$ cat config.mk
export PLATFORM = sky130hd
export DESIGN_NAME = cfg_region_scanner
export DESIGN_NICKNAME = d
export VERILOG_FILES = /design/src/rtl/config_pkg.sv /design/src/rtl/cfg_region_pkg.sv /design/src/rtl/cfg_region_match.sv /design/src/rtl/cfg_region_scanner.sv
export SDC_FILE = /design/constraint.sdc
export NUM_CORES = 1
export LEC_CHECK = 0
export ABC_AREA = 1
export CORE_UTILIZATION = 40
export DETAILED_ROUTE_END_ITERATION = 8
export PLACE_DENSITY = 0.63
export SLEW_MARGIN = 20
export SYNTH_ARGS = -nofsm -noshare
export SYNTH_HDL_FRONTEND = slang
export SYNTH_HIERARCHICAL = 1
export SYNTH_SLANG_ARGS = --single-unit
$ cat constraint.sdc
create_clock -name clk_i -period 2.1 [get_ports clk_i]
set_input_delay 0.42 -clock clk_i [delete_from_list [all_inputs] [get_ports clk_i]]
set_output_delay 0.42 -clock clk_i [all_outputs]
set_load 0.005 [all_outputs]
$ cat src/rtl/config_pkg.sv
// Minimal core configuration record: physical address width and the PMA region rule tables.
package config_pkg;

  localparam int unsigned NrMaxRules = 16;
  localparam int unsigned RuleIdxW   = 4;

  typedef struct packed {
    int unsigned                      PLEN;
    int unsigned                      NrExecuteRegionRules;
    logic [NrMaxRules-1:0][63:0]      ExecuteRegionAddrBase;
    logic [NrMaxRules-1:0][63:0]      ExecuteRegionLength;
    int unsigned                      NrCachedRegionRules;
    logic [NrMaxRules-1:0][63:0]      CachedRegionAddrBase;
    logic [NrMaxRules-1:0][63:0]      CachedRegionLength;
    int unsigned                      NrNonIdempotentRules;
    logic [NrMaxRules-1:0][63:0]      NonIdempotentAddrBase;
    logic [NrMaxRules-1:0][63:0]      NonIdempotentLength;
  } cva6_cfg_t;

  localparam cva6_cfg_t cva6_cfg_empty = '{PLEN: 32'd34, default: '0};

endpackage

$ cat src/rtl/cfg_region_pkg.sv
// Shared types for the sequential PMA region scanner.
package cfg_region_pkg;

  typedef struct packed {
    logic exec;
    logic cached;
    logic nonidem;
  } region_attr_t;

  typedef enum logic [1:0] {
    StIdle,
    StScan,
    StResp
  } scan_state_e;

  function automatic int unsigned max_rules(config_pkg::cva6_cfg_t cfg);
    int unsigned m;
    m = cfg.NrExecuteRegionRules;
    if (cfg.NrCachedRegionRules > m) m = cfg.NrCachedRegionRules;
    if (cfg.NrNonIdempotentRules > m) m = cfg.NrNonIdempotentRules;
    return m;
  endfunction

endpackage

$ cat src/rtl/cfg_region_match.sv
// Combinational range check base <= addr < base + len, sum kept one bit wider than the address.
module cfg_region_match #(
  parameter int unsigned Plen = 34
) (
  input  logic [Plen-1:0] base,
  input  logic [Plen-1:0] len,
  input  logic [Plen-1:0] addr,
  output logic            hit
);

  logic [Plen:0] lo;
  logic [Plen:0] top;
  logic [Plen:0] addr_x;

  // Extra carry bit: a region running past the top of the space cannot wrap onto low addresses.
  assign lo     = {1'b0, base};
  assign top    = lo + {1'b0, len};
  assign addr_x = {1'b0, addr};
  assign hit    = (addr_x >= lo) && (addr_x < top);

endmodule

$ cat src/rtl/cfg_region_scanner.sv
// Classifies one address against the execute/cached/non-idempotent rules, one rule index per cycle.
// Optional CFG_REGION_SCAN_EARLY_EXIT_EN: leave SCAN once every class has already matched.
module cfg_region_scanner
  import cfg_region_pkg::*;
#(
  parameter config_pkg::cva6_cfg_t CVA6Cfg = config_pkg::cva6_cfg_empty
) (
  input  logic                      clk_i,
  input  logic                      rst_ni,
  input  logic                      flush_i,
  input  logic                      req_valid_i,
  output logic                      req_ready_o,
  input  logic [CVA6Cfg.PLEN-1:0]   req_addr_i,
  output logic                      rsp_valid_o,
  input  logic                      rsp_ready_i,
  output logic [CVA6Cfg.PLEN-1:0]   rsp_addr_o,
  output logic                      rsp_exec_o,
  output logic                      rsp_cached_o,
  output logic                      rsp_nonidem_o,
  output logic [7:0]                rsp_cycles_o
);

  localparam int unsigned Plen     = CVA6Cfg.PLEN;
  localparam int unsigned MaxRules = max_rules(CVA6Cfg);
  localparam int unsigned IdxW     = (MaxRules > 0) ? $clog2(MaxRules + 1) : 1;

  scan_state_e             state_q, state_d;
  logic [IdxW-1:0]         idx_q, idx_d;
  region_attr_t            flags_q, flags_d;
  logic [7:0]              cycles_q, cycles_d;
  logic [Plen-1:0]         addr_q, addr_d;
  logic                    ready_q;
  logic                    valid_q;

  logic [31:0]                       idx_w;
  logic [config_pkg::RuleIdxW-1:0]   rule_sel;
  logic [Plen-1:0]                   exec_base, exec_len;
  logic [Plen-1:0]                   cached_base, cached_len;
  logic [Plen-1:0]                   nonidem_base, nonidem_len;
  logic                              exec_hit, cached_hit, nonidem_hit;
  logic                              scan_done;
  logic                              all_set;

  assign idx_w    = 32'(idx_q);
  assign rule_sel = config_pkg::RuleIdxW'(idx_q);

  // Classes with fewer rules than MaxRules present an empty range once exhausted.
  always_comb begin
    exec_base    = '0;
    exec_len     = '0;
    cached_base  = '0;
    cached_len   = '0;
    nonidem_base = '0;
    nonidem_len  = '0;
    if (idx_w < CVA6Cfg.NrExecuteRegionRules) begin
      exec_base = CVA6Cfg.ExecuteRegionAddrBase[rule_sel][Plen-1:0];
      exec_len  = CVA6Cfg.ExecuteRegionLength[rule_sel][Plen-1:0];
    end
    if (idx_w < CVA6Cfg.NrCachedRegionRules) begin
      cached_base = CVA6Cfg.CachedRegionAddrBase[rule_sel][Plen-1:0];
      cached_len  = CVA6Cfg.CachedRegionLength[rule_sel][Plen-1:0];
    end
    if (idx_w < CVA6Cfg.NrNonIdempotentRules) begin
      nonidem_base = CVA6Cfg.NonIdempotentAddrBase[rule_sel][Plen-1:0];
      nonidem_len  = CVA6Cfg.NonIdempotentLength[rule_sel][Plen-1:0];
    end
  end

  cfg_region_match #(.Plen(Plen)) u_match_exec (
    .base (exec_base),
    .len  (exec_len),
    .addr (addr_q),
    .hit  (exec_hit)
  );

  cfg_region_match #(.Plen(Plen)) u_match_cached (
    .base (cached_base),
    .len  (cached_len),
    .addr (addr_q),
    .hit  (cached_hit)
  );

  cfg_region_match #(.Plen(Plen)) u_match_nonidem (
    .base (nonidem_base),
    .len  (nonidem_len),
    .addr (addr_q),
    .hit  (nonidem_hit)
  );

`ifdef CFG_REGION_SCAN_EARLY_EXIT_EN
  assign all_set = (flags_q.exec    || (CVA6Cfg.NrExecuteRegionRules == 0)) &&
                   (flags_q.cached  || (CVA6Cfg.NrCachedRegionRules  == 0)) &&
                   (flags_q.nonidem || (CVA6Cfg.NrNonIdempotentRules == 0));
`else
  assign all_set = 1'b0;
`endif

  // idx runs 0..MaxRules; the cycle that finds it at MaxRules only hands over to RESP.
  assign scan_done = (idx_w == MaxRules) || all_set;

  always_comb begin
    state_d  = state_q;
    idx_d    = idx_q;
    flags_d  = flags_q;
    cycles_d = cycles_q;
    addr_d   = addr_q;
    unique case (state_q)
      StIdle: begin
        if (req_valid_i && ready_q) begin
          addr_d   = req_addr_i;
          flags_d  = '0;
          idx_d    = '0;
          cycles_d = '0;
          state_d  = (MaxRules == 0) ? StResp : StScan;
        end
      end
      StScan: begin
        if (scan_done) begin
          state_d = StResp;
        end else begin
          flags_d.exec    = flags_q.exec    | exec_hit;
          flags_d.cached  = flags_q.cached  | cached_hit;
          flags_d.nonidem = flags_q.nonidem | nonidem_hit;
          cycles_d        = (cycles_q == 8'hFF) ? cycles_q : cycles_q + 8'd1;
          idx_d           = idx_q + 1'b1;
        end
      end
      StResp: begin
        if (rsp_ready_i) state_d = StIdle;
      end
      default: state_d = StIdle;
    endcase
    if (flush_i) begin
      state_d  = StIdle;
      idx_d    = '0;
      flags_d  = '0;
      cycles_d = '0;
      addr_d   = '0;
    end
  end

  always_ff @(posedge clk_i) begin
    if (!rst_ni) begin
      state_q  <= StIdle;
      idx_q    <= '0;
      flags_q  <= '0;
      cycles_q <= '0;
      addr_q   <= '0;
      ready_q  <= 1'b0;
      valid_q  <= 1'b0;
    end else begin
      state_q  <= state_d;
      idx_q    <= idx_d;
      flags_q  <= flags_d;
      cycles_q <= cycles_d;
      addr_q   <= addr_d;
      ready_q  <= (state_d == StIdle);
      valid_q  <= (state_d == StResp);
    end
  end

  assign req_ready_o   = ready_q;
  assign rsp_valid_o   = valid_q;
  assign rsp_addr_o    = addr_q;
  assign rsp_exec_o    = flags_q.exec;
  assign rsp_cached_o  = flags_q.cached;
  assign rsp_nonidem_o = flags_q.nonidem;
  assign rsp_cycles_o  = cycles_q;

endmodule
After elaboration in Yosys (flattened, before gate mapping)
Cells that the tools add are included.
{"block": "word_totals", "latchBits": 0, "mem_bits_rw": 0, "romBits": 0, "output_inout_bits": 47, "regBits": 50, "mem_count": 0, "inputBits": 39, "wordCells": 54}
{"block": "op_classes", "n_reduce_logical": 10, "shift": 0, "muxes": 17, "eq_ne": 7, "add_sub_neg": 3, "magnitude_cmp": 4, "div": 0, "n_mul": 0, "bitwise_logic": 4}
{"cell": "34-bit 2-to-1 mux", "count": 2}
{"cell": "34-bit by 34-bit adder with 35-bit output", "count": 1}
{"cell": "34-bit by 35-bit < comparator with 1-bit output", "count": 1}
{"cell": "34-bit >= comparator", "count": 1}
{"cell": "32-bit logical NOT", "count": 1}
{"cell": "8-bit 2-to-1 mux", "count": 3}
{"cell": "8-bit one-hot mux with 2 select lines", "count": 1}
{"cell": "8-bit by 1-bit adder with 8-bit output (second input constant)", "count": 1}
{"cell": "8-bit equality test (second input constant)", "count": 1}
{"cell": "2-bit 2-to-1 mux", "count": 4}
{"cell": "3-bit 2-to-1 mux", "count": 2}
{"cell": "2-bit inequality test (second input constant)", "count": 3}
{"cell": "2-bit one-hot mux with 3 select lines", "count": 1}
{"cell": "3-bit one-hot mux with 2 select lines", "count": 1}
{"cell": "1-bit by 5-bit < comparator with 1-bit output (second input constant)", "count": 1}
{"cell": "2-bit equality test (second input constant)", "count": 2}
{"cell": "2-bit logical NOT", "count": 2}
{"cell": "4-bit AND reduction", "count": 1}
{"cell": "1-bit bitwise OR", "count": 3}
{"cell": "3-bit AND reduction", "count": 1}
{"cell": "2-bit by 1-bit equality test with 1-bit output (second input constant)", "count": 1}
{"cell": "1-bit logical AND", "count": 2}
{"cell": "1-bit 2-to-1 mux", "count": 2}
{"cell": "1-bit one-hot mux with 2 select lines", "count": 1}
{"cell": "other kinds (6)", "count": 6}

Longest topological paths before layout
{"block": "logic_depth", "word_depth": 9, "ltp_mapped": 29}

By module
Netlist, hierarchy kept.
{"mod": "cfg_region_match (u_match_exec ...)", "cells_per_inst": 584, "area_per_inst_um2": 3704.8, "n_inst": 2}
{"mod": "cfg_region_match (u_match_cached)", "cells_per_inst": 569, "area_per_inst_um2": 3582.2, "n_inst": 1}
{"mod": "cfg_region_scanner", "cells_per_inst": 264, "area_per_inst_um2": 1970.6, "n_inst": 1}

Worst setup path after synthesis
No wires, ideal clock.
{"block": "synth_timing", "path_type": "reg2reg", "startpoint": "reg addr_q[10], in the netlist rsp_addr_o[10]", "endpoint": "reg flags_q, in the netlist rsp_exec_o", "stages_incl_launch_ff": 19, "n_path_buf": 0, "path_slack_ns": 0.284, "setup_time_ns": 0.114, "arrival_ns": 1.703, "cell_sequence": "dfxtp_1 ha_1 nand2_1 nor2_1 nand2_1 nor2_1 nand3_1 nand3_1 nand2_1 nand2_1 nand2_1 nand2_1 nand2_1 nand2_1 nand2_1 nand2_1 a21oi_1 a21oi_1 nor2_1"}
{"block": "synth_via", "elab_chain_len": 5}
{"item": "start, declared", "line": "cfg_region_scanner.sv:31", "rtl": "logic [Plen-1:0] addr_q, addr_d;"}
{"item": "start signal, assigned", "line": "cfg_region_scanner.sv:156", "rtl": "addr_q <= addr_d;"}
{"item": "34-bit by 35-bit < comparator with 1-bit output / 34-bit >= comparator (equally long branches)", "line": "cfg_region_match.sv:19", "rtl": "assign hit = (addr_x >= lo) && (addr_x < top);"}
{"item": "1-bit logical AND (*)", "line": "cfg_region_match.sv:19"}
{"item": "named net exec_hit", "line": "cfg_region_scanner.sv:40", "rtl": "logic exec_hit, cached_hit, nonidem_hit;"}
{"item": "1-bit bitwise OR (*)", "line": "cfg_region_scanner.sv:121", "rtl": "flags_d.exec = flags_q.exec | exec_hit;"}
{"item": "3-bit 2-to-1 mux (*)", "line": "cfg_region_scanner.sv:118", "rtl": "if (scan_done) begin"}
{"item": "3-bit one-hot mux with 2 select lines (*)", "line": "cfg_region_scanner.sv:107", "rtl": "unique case (state_q)"}
{"item": "end signal, assigned", "line": "cfg_region_scanner.sv:154", "rtl": "flags_q <= flags_d;"}
{"item": "end, declared", "line": "cfg_region_scanner.sv:29", "rtl": "region_attr_t flags_q, flags_d;"}
The timed path passes the listed nets; every way through them passes the cells marked *. The select of a mux whose other input is x is not followed.
A chain may end at the register's enable or synchronous reset.

Final worst setup path
{"block": "layout_timing", "startpoint": "reg addr_q[18], in the netlist rsp_addr_o[18]", "endpoint": "reg flags_q, in the netlist rsp_exec_o"}
Same word-level chain as after synthesis.

==> results by group <==
Clock network
  • Num CTS Buffers: 5
  • CTS tree: yes
  • Bufs on Longest Clock Path: 2
  • H-tree levels: 2
  • Clk_lat worst skew: 0.31 ns
  • Root Buffer: clkbuf_16
  • Clock transition at path regs: 0.08 ns
  • CTS Sinks: 50

Cells and area
  • Layout fillers: 3266
  • Ratio of cells with drive above 1 in the final layout: 0.1330
  • Nets: 2872
  • Register Area: 1055 sq um
  • Multi-input gate area: 12430 sq um
  • Max reg flops: 34
  • Finished Cell Area: 17170 sq um
  • # diodes: 0
  • Area grow syn2layout: 32.49%
  • Fin cells: 2929

Setup path
  • Crit path cell chain: buf_6, buf_4, buf_4, ha_2, nand2_1, nor2_1, nand2_1, nor2_2, buf_4, o2111ai_1, nand3_2, nor2_2, a21oi_2, a21oi_1, nor2_1
  • CP max FO: 6
  • Setup crit end kind: register
  • Worst path slowest cell: dfxtp_4
  • Setup CP Type: register to register
  • Crit-path leading delay family: simple AND/OR/NAND/NOR gates
  • CP dominant cell by count: buf_4
  • R2R depth: 15
  • CP arrival: 2.43 ns
  • WP buf/inv: 4
  • Max incr delay on CP: 0.41 ns
  • CP Depth: 15
  • Startpoint types: register
  • Worst EP required: 2.35 ns

Drt
  • Pre-antenna DRT Iters: 7
  • Initial DRC Count: 591
  • Final ANT Viol Nets: 0
  • Routed wire length: 40940 um
  • Wirelength per Cell: 13.98 um
  • DRC errors left: 0
  • Via density: 4.858
  • Via count: 14230

Place
  • Placer congestion estimate: 0.9066
  • Place WS: -0.3481 ns
  • Area after DPL: 16380 sq um
  • Port bufs: 85
  • Detailed placement HPWL: 35580 um
  • Placed cells: 2913

Floorplan
  • Initial core utilization: 0.4087
  • Die area: 33130 sq um
  • Horiz. Die Dim: 182.0 um
  • Cell Rows: 65
  • Core area: 31720 sq um
  • Ports: 86
  • Die extent in y: 182.0 um

Power
  • Static Leak: 8.341 nW
  • Pwr dens: 343.0 nW/um^2
  • Max IR drop VDD: 364.3 uV
  • Design Power: 0.005891 W

STA
  • # setup viols final: 3
  • Worst Skew: 0.008222 ns
  • Final Hold Fails: 0
  • WHS: 0.5044 ns
  • Fin crit period: 2.175 ns
  • Final worst setup slack: -0.07526 ns
  • Final period utilization: 1.036
  • Fmax: 459.7 MHz
  • Final max-slew violation count: 0
  • RSZ-0062 raised after global routing: yes

Job
  • Max-Cap Viols: 0

Logic synthesis
  • Post-synth top area cell: ha_1
  • Post-synth EDFFs: 0
  • Area contributors post-synth: ha_1 (29%), nand2_1 (11%), inv_1 (7.9%)
  • Post-synth top cells: nand2_1 (389), ha_1 (304), inv_1 (273), nor2_1 (249), a21oi_1 (171)
  • Ys flop type: dfxtp_1
  • Synth cell types: 50
  • Register area share after synthesis: 0.07722
  • Top-count cell post-synth: nand2_1
  • Synthesized instance count: 2001
  • Async set-reset flop share out of synthesis: 0
  • Synth Warn #: 6
  • Syn Std Cell Area: 12960 sq um
  • Syn_area_per_cell: 6.478 sq um
  • #FFs+latches synth: 50
  • Synth top area share: 0.2934

GRT
  • Number of global-route vias before repair: 13509
  • Largest net degree at the start of global routing: 41
  • First-pass GRT wire length: 65850 um
  • Congestion Overflow GR: 0
  • Initial antenna violation count: 0
  • GRT Total Usage: 0.2465

Worst hold path
  • Cells on Worst Hold Path: 2
  • HP Class: register to register

Status
  • Outcome: complete, but fails checks
  • Failing checks: negative setup slack
## cells in the final DEF (no fill, tap or decap), drive strengths merged
cell	Yosys	final
nand2	431	431
conb	1	312
ha	304	304
inv	282	283
nor2	258	258
a21oi	193	193
buf	6	134
o21ai	128	128
clkdlybuf4s50	0	85
xnor2	55	55
dfxtp	50	50
nand3	43	43
xor2	40	40
nand4	34	34
nor3	27	27
a31oi	23	23
nor4	21	21
o21a	18	18
a21o	13	13
o211ai	11	11
o21bai	11	11
a211oi	10	10
a21boi	8	8
or2	7	7
clkbuf	6	6
o31ai	5	5
o2111ai	5	5
o221ai	3	3
fa	3	3
a221oi	2	2
o2111a	2	2
bufinv	0	1
nand3b	1	1
## cell type report
type / count / share of cell area
inverter: 282 / 0.06164
tap: 402 / 0.02929
clock buffer: 6 / 0.008087
timing repair buffer: 219 / 0.1136
clock inverter: 2 / 0.002258
multi-input combinational: 1968 / 0.7237
sequential: 50 / 0.06142
## power by group
| part | leakage (nW) | internal [W] | switching [W] |
|---|---|---|---|
| logic | 7.83 | 0.00158 | 0.00227 |
| clock network | 0.0875 | 0.000601 | 0.000427 |
| registers | 0.420 | 0.000968 | 0.0000489 |
| total | 8.34 | 0.00315 | 0.00274 |
## path summary, 6_finish.rpt
| path | from | endpoint | slack (ns) |
|---|---|---|---|
| worst max-delay path | rsp_addr_o[18] | rsp_exec_o | -0.08 |
| worst min-delay path | idx_q | state_q[0] | 0.50 |
| worst max register to register | rsp_addr_o[18] | rsp_exec_o | -0.08 |
| worst min register to register | idx_q | state_q[0] | 0.50 |
## metal layers
metal	GRT usage	routed length, um	up-vias
met2	0.4297	19090	254
met1	0.3264	19450	6414
met4	0.06992	1081	0
met3	0.01384	1323	53
met5	0	0	-
li1	-	-	7509
## cells by family after synthesis
kind of cell / synth area share
and+or+nand+nor: 0.2719
AOI/OAI and AO/OA: 0.2001
adders and majority gates: 0.2981
buffers and inverters: 0.08822
xor gates and xnor gates: 0.06419
DFF: 0.07722
other: 0.0002893
## through the flow
stage          TNS [ns]    util
6_report        -0.1319  0.5415
5_1_grt         -0.6200  0.5415
4_1_cts               0  0.5262
3_5_place_dp    -0.7760  0.5166
3_3_place_gp    -0.7318  0.5166
2_1_floorplan         0       -
## worst reg2reg max path, cell delays in order, from the launching register on
cell and delay [ns]:
dfxtp_4 0.41, buf_6 0.13, buf_4 0.12, buf_4 0.14, ha_2 0.30, nand2_1 0.06
nor2_1 0.10, nand2_1 0.07, nor2_2 0.13, buf_4 0.13, o2111ai_1 0.11, nand3_2 0.11
nor2_2 0.05, a21oi_2 0.11, a21oi_1 0.07, nor2_1 0.09
## timing repair
action | 4_1_cts | 5_1_grt
pin swaps | 14 | 49
hold buffers | 0 | 0
gates resized for setup | 40 | 88
endpoints found under the setup margin | 4 | 3
buffers inserted | 1 | 9
No activity file was read; power rests on OpenSTA's default activity.
